===== config.mk =====
export PLATFORM = sky130hd
export DESIGN_NAME = run_monitor
export DESIGN_NICKNAME = d
export VERILOG_FILES = /design/src/rtl/run_pkg.sv /design/src/rtl/sat_counter.sv /design/src/rtl/run_monitor.sv
export SDC_FILE = /design/constraint.sdc
export NUM_CORES = 1
export LEC_CHECK = 0
export ABC_AREA = 1
export BUFFER_PORTS_ARGS = -buffer_cell sky130_fd_sc_hd__buf_2
export CELL_PAD_IN_SITES_DETAIL_PLACEMENT = 1
export CELL_PAD_IN_SITES_GLOBAL_PLACEMENT = 1
export CORE_AREA = 2 2 112 114
export CTS_CLUSTER_DIAMETER = 30
export DETAILED_ROUTE_END_ITERATION = 8
export DIE_AREA = 0 0 114 116
export PLACE_DENSITY = 0.77
export SYNTH_ARGS = -nofsm -noshare
export SYNTH_HDL_FRONTEND = slang
export SYNTH_SLANG_ARGS = --single-unit

===== constraint.sdc =====
create_clock -name clk -period 1.6 [get_ports clk]
set_clock_uncertainty 0.2 [all_clocks]
set_input_delay 0 -clock clk [delete_from_list [all_inputs] [get_ports clk]]
set_output_delay 0 -clock clk [all_outputs]
set_load 0.02 [all_outputs]

===== src/rtl/run_pkg.sv =====
// ============================================================================
// Module      : run_pkg
// Description : Shared state encoding and default constants for run_monitor.
// Revision    : 1.0 - initial release
// ============================================================================
`default_nettype none

package run_pkg;

    localparam int CYC_W_DEF      = 16;
    localparam int MAX_CYCLES_DEF = 10000;
    localparam int DRAIN_DEF      = 2;

    typedef enum logic [2:0] {
        IDLE    = 3'd0,
        RUN     = 3'd1,
        DRAIN   = 3'd2,
        DONE    = 3'd3,
        TIMEOUT = 3'd4
    } run_state_t;

endpackage

`default_nettype wire


===== src/rtl/sat_counter.sv =====
// ============================================================================
// Module      : sat_counter
// Description : Up-counter that sticks at all-ones, with synchronous clear.
// Revision    : 1.0 - initial release
// ============================================================================
`default_nettype none

module sat_counter #(
    parameter int W = 16
) (
    input  logic         clk,
    input  logic         rst_n,
    input  logic         clr,
    input  logic         inc,
    output logic [W-1:0] count
);

    localparam logic [W-1:0] C_ONE = W'(1);
    localparam logic [W-1:0] C_MAX = {W{1'b1}};

    logic [W-1:0] r_count;

    always_ff @(posedge clk or negedge rst_n) begin
        if (!rst_n) begin
            r_count <= '0;
        end else if (clr) begin
            r_count <= '0;
        end else if (inc && (r_count != C_MAX)) begin
            r_count <= r_count + C_ONE;
        end
    end

    assign count = r_count;

endmodule

`default_nettype wire


===== src/rtl/run_monitor.sv =====
// ============================================================================
// Module      : run_monitor
// Description : Run control, watchdog, post-halt drain and event accounting.
// Revision    : 1.0 - initial release
// ============================================================================
`default_nettype none

module run_monitor
    import run_pkg::*;
#(
    parameter int CYC_W        = CYC_W_DEF,
    parameter int MAX_CYCLES   = MAX_CYCLES_DEF,
    parameter int DRAIN_CYCLES = DRAIN_DEF,
    parameter int NUM_EVT      = 2,
    parameter int EVT_W        = 16
) (
    input  logic                     clk,
    input  logic                     rst_n,
    input  logic                     start,
    input  logic                     halt,
    input  logic                     clear,
    input  logic [NUM_EVT-1:0]       evt,
    output logic                     running,
    output logic                     done,
    output logic                     timed_out,
    output logic [CYC_W-1:0]         cycles,
    output logic [CYC_W-1:0]         halt_cycle,
    output logic [NUM_EVT*EVT_W-1:0] evt_count
);

    localparam int DW = (DRAIN_CYCLES < 1) ? 1 : $clog2(DRAIN_CYCLES + 1);

    localparam logic [CYC_W-1:0] C_CYC_ONE   = CYC_W'(1);
    localparam logic [CYC_W-1:0] C_CYC_LIMIT = CYC_W'(MAX_CYCLES);
    localparam logic [DW-1:0]    C_DRN_ONE   = DW'(1);
    localparam logic [DW-1:0]    C_DRN_INIT  = DW'(DRAIN_CYCLES);

    run_state_t       r_state;
    logic [CYC_W-1:0] r_cycles;
    logic [CYC_W-1:0] r_halt_cycle;
    logic [DW-1:0]    r_drain_cnt;
    logic             r_running;
    logic             r_done;
    logic             r_timed_out;

    logic w_cnt_en;
    logic w_clr;

    always_ff @(posedge clk or negedge rst_n) begin
        if (!rst_n) begin
            r_state      <= IDLE;
            r_cycles     <= '0;
            r_halt_cycle <= '0;
            r_drain_cnt  <= '0;
            r_running    <= 1'b0;
            r_done       <= 1'b0;
            r_timed_out  <= 1'b0;
        end else begin
            case (r_state)
                IDLE: begin
                    if (start) begin
                        r_state   <= RUN;
                        r_running <= 1'b1;
                    end
                end
                RUN: begin
                    // Halt is checked first so it wins over the watchdog.
                    if (halt) begin
                        r_halt_cycle <= r_cycles;
                        r_cycles     <= r_cycles + C_CYC_ONE;
                        if (DRAIN_CYCLES == 0) begin
                            r_state   <= DONE;
                            r_running <= 1'b0;
                            r_done    <= 1'b1;
                        end else begin
                            r_state     <= DRAIN;
                            r_drain_cnt <= C_DRN_INIT;
                        end
                    end else if (r_cycles == C_CYC_LIMIT) begin
                        r_state     <= TIMEOUT;
                        r_running   <= 1'b0;
                        r_timed_out <= 1'b1;
                    end else begin
                        r_cycles <= r_cycles + C_CYC_ONE;
                    end
                end
                DRAIN: begin
                    r_cycles <= r_cycles + C_CYC_ONE;
                    if (r_drain_cnt == C_DRN_ONE) begin
                        r_state   <= DONE;
                        r_running <= 1'b0;
                        r_done    <= 1'b1;
                    end else begin
                        r_drain_cnt <= r_drain_cnt - C_DRN_ONE;
                    end
                end
                DONE, TIMEOUT: begin
                    if (clear) begin
                        r_state      <= IDLE;
                        r_cycles     <= '0;
                        r_halt_cycle <= '0;
                        r_drain_cnt  <= '0;
                        r_done       <= 1'b0;
                        r_timed_out  <= 1'b0;
                    end
                end
                default: begin
                    r_state     <= IDLE;
                    r_running   <= 1'b0;
                    r_done      <= 1'b0;
                    r_timed_out <= 1'b0;
                end
            endcase
        end
    end

    assign w_cnt_en = (r_state == RUN) || (r_state == DRAIN);
    assign w_clr    = ((r_state == DONE) || (r_state == TIMEOUT)) && clear;

    for (genvar gi = 0; gi < NUM_EVT; gi++) begin : g_evt
        sat_counter #(
            .W(EVT_W)
        ) u_cnt (
            .clk  (clk),
            .rst_n(rst_n),
            .clr  (w_clr),
            .inc  (w_cnt_en & evt[gi]),
            .count(evt_count[gi*EVT_W +: EVT_W])
        );
    end

    assign running    = r_running;
    assign done       = r_done;
    assign timed_out  = r_timed_out;
    assign cycles     = r_cycles;
    assign halt_cycle = r_halt_cycle;

endmodule

`default_nettype wire


==> results.md <==
- Status: finished with violations
- Failing checks: setup timing
- Asr flop ratio synth: 100%
- Clock Sinks: 72
- Tmin final: 1820 ps
- CP Class: reg -> reg
- Full die area: 0.0132 mm²
- Number of synthesized flops with an enable pin: 0
- Overflow after GRT: 0
- CTS root buf: clkbuf_16
- Sequential-to-total area share from yosys stat: 41.1%
- Leakage power: 3.69 nW
- Fraction of layout cells with a size suffix above 1: 50.1%
- Worst-margin pin slew: 429 ps
- CP max FO: 7
- # DRC: 0
- Die width: 114 µm
- Avg WL per Cell: 19.9 µm
- DR vias: 5116
- Final nets: 816
- Gr usage total: 24.6%
- Synth Register Bits: 72
- Fin. Hold Viols: 0
- Post-Syn Area: 0.00438 mm²
- Yosys cell types: 30
- DPL Wire Length: 11.2 mm
- Pin count of the biggest net entering global routing: 73
- Worst-path clk slew: 60 ps
- Main synth FF type: dfrtp_1
- # setup viols final: 71
- DIE HEIGHT: 116 µm
- Via/cell ratio: 5.35
- CTS tree: done
- Final setup margin: -222 ps
- Yosys warns: 0
- Insertion delay to the later sink of the worst-skew pair: 350 ps
- Syn_area_per_cell: 7.35 µm²
- HP Class: in -> async
- Core area: 0.0119 mm²
- Final ANT Viol Nets: 0
- RSZ-0062 raised after global routing: yes
- Worst setup SP type: register
- Final TNS setup: -8530 ps
- Max-slew violations: 0
- Post-place setup slack: -254 ps
- IO Pins: 74
- First-pass GRT wire length: 25.7 mm
- Gpl congestion: 0.838
- PwrDens: 1780 mW/mm²
- Total Routed Length: 19.0 mm
- Antenna violations before repair: 0
- Type of element capturing the critical path: register
- CTS max path bufs: 2
- Drt first pass iters: 5
- Buffers added on ports: 73
- Initial Utilization: 36.8%
- VDD IR max: 1.08 mV
- N_diodes: 0
- Commonest cells after routing, fill and taps aside: nand2_1 (126), buf_4 (111), buf_2 (72), dfrtp_1 (58), nor2_1 (55)
- Worst Path Arrival: 1850 ps
- CTS buffer count: 9
- H-tree lvl count: 3
- Max Fclk: 549 MHz
- Syn nets: 608
- Post-Syn Instances: 596
- Tcrit/Tclk final: 114%
- Area Growth Syn to Fin: 63.3%
- Rows: 40
- Max cap viols: 0
- CP required: 1620 ps
- Vias in the first global route: 5281
- Commonest non-fill, non-tap cell in the layout: nand2_1
- Relative slew margins: 71.4%
- Number of DRC markers in iteration 0: 251
## where the power goes
part | internal, mW | switching, mW | total, mW
Sequential | 2.28 | 0.513 | 2.79
Combinational | 3.29 | 4.35 | 7.64
Clock | 1.45 | 0.837 | 2.29
## critical path, stage by stage, from the launching register on
cell and delay [ps]:
dfrtp_2 470, nor2_2 200, nor2_4 60, nor2_4 120
nand2_4 90, nand2_4 120, nand2_8 120, buf_12 160
nand2_2 70, o21ai_1 90
## layout make-up
class	instances	area, µm²
clock inverter	3	65.1
multi-input combinational	460	2960
inverter	51	204
tap	147	184
timing repair buffer	210	1660
fill	1417	4760
sequential	72	1820
clock buffer	13	260
## repair_timing
action / 4_1_cts / 5_1_grt
hold buffers: 4 / 0
pin swaps: 15 / 25
hold endpoints to repair: 104 / 0
buffers inserted: 3 / 7
cloned: 1 / 7
endpoints found under the setup margin: 71 / 71
resized for setup: 45 / 155
## routing by layer
metal	global-route usage (%)	part of all wire, %	routed length, µm	up-vias
met2	46.3	54	10300	152
met3	2.77	3.1	594	55
met1	28.6	39	7470	2565
met5	0	0	0	-
li1	-	-	-	2344
met4	9.35	3.5	668	0
## synth_stat cells, types with 2 or more instances
library cell / n / area, µm²
nand2_4: 4 / 45.0
nor2_8: 2 / 40.0
clkbuf_1: 3 / 11.3
nand2_1: 203 / 762
nand2_2: 4 / 25.0
dfrtp_1: 72 / 1800
or2_2: 2 / 12.5
inv_2: 4 / 15.0
o21ai_2: 8 / 70.1
buf_6: 7 / 78.8
o21ai_0: 24 / 120
nor2_1: 65 / 244
o21bai_1: 7 / 52.6
nand4_1: 26 / 163
xnor2_1: 2 / 17.5
o21ai_1: 10 / 50.1
inv_1: 45 / 169
nand3_1: 64 / 320
ha_1: 5 / 62.6
buf_4: 2 / 15.0
nor2_2: 7 / 43.8
nor3_1: 2 / 10.0
nor2_4: 6 / 67.6
buf_2: 2 / 10.0
xor2_1: 15 / 131
## stage by stage
stage | cell area (µm²) | total power [mW] | instances | util (%) | hold WS [ps]
2_1_floorplan | 4490 | 5.70 | 596 | - | -496
3_3_place_gp | 5890 | 7.92 | 919 | 49.5 | -148
3_5_place_dp | 5890 | 8.18 | 919 | 49.5 | -143
4_1_cts | 6440 | 10.9 | 943 | 54.0 | 17.0
5_1_grt | 7150 | 13.3 | 956 | 60.0 | 58.9
6_report | 7150 | 12.7 | 956 | 60.0 | 20.7
## registers in the layout, summed over array words and instances, names as in the netlist
signal	flops
cycles	16
halt_cycle	16
done	1
running	1
r_drain_cnt	2
r_state	3
g_evt.u_cnt.count	32
timed_out	1
## path summary, 6_finish.rpt
kind	from	endpoint	slack (ps)	cells after the start
setup / recovery	r_state[1]$_DFFE_PN0P_	cycles[11]$_DFFE_PN0P_	-220	9
hold / removal	rst_n	g_evt[0].u_cnt.count[14]$_DFFE_PN0P_	20	3
setup reg to reg	r_state[1]$_DFFE_PN0P_	cycles[11]$_DFFE_PN0P_	-220	9
hold reg to reg	running$_DFFE_PN0P_	running$_DFFE_PN0P_	280	2
max in group asynchronous	rst_n	r_state[2]$_DFFE_PN0P_	820	3
min in group clk	evt[0]	g_evt[0].u_cnt.count[4]$_DFFE_PN0P_	40	6
## cell families after synthesis
logic type	share of synthesized area, %
fa+ha+maj	1.43
flops	41.1
simple gates	40.1
buf+inv	7.17
xor+xnor	3.40
compound gates	6.80
Note: power is estimated with default switching activity, not from simulation.
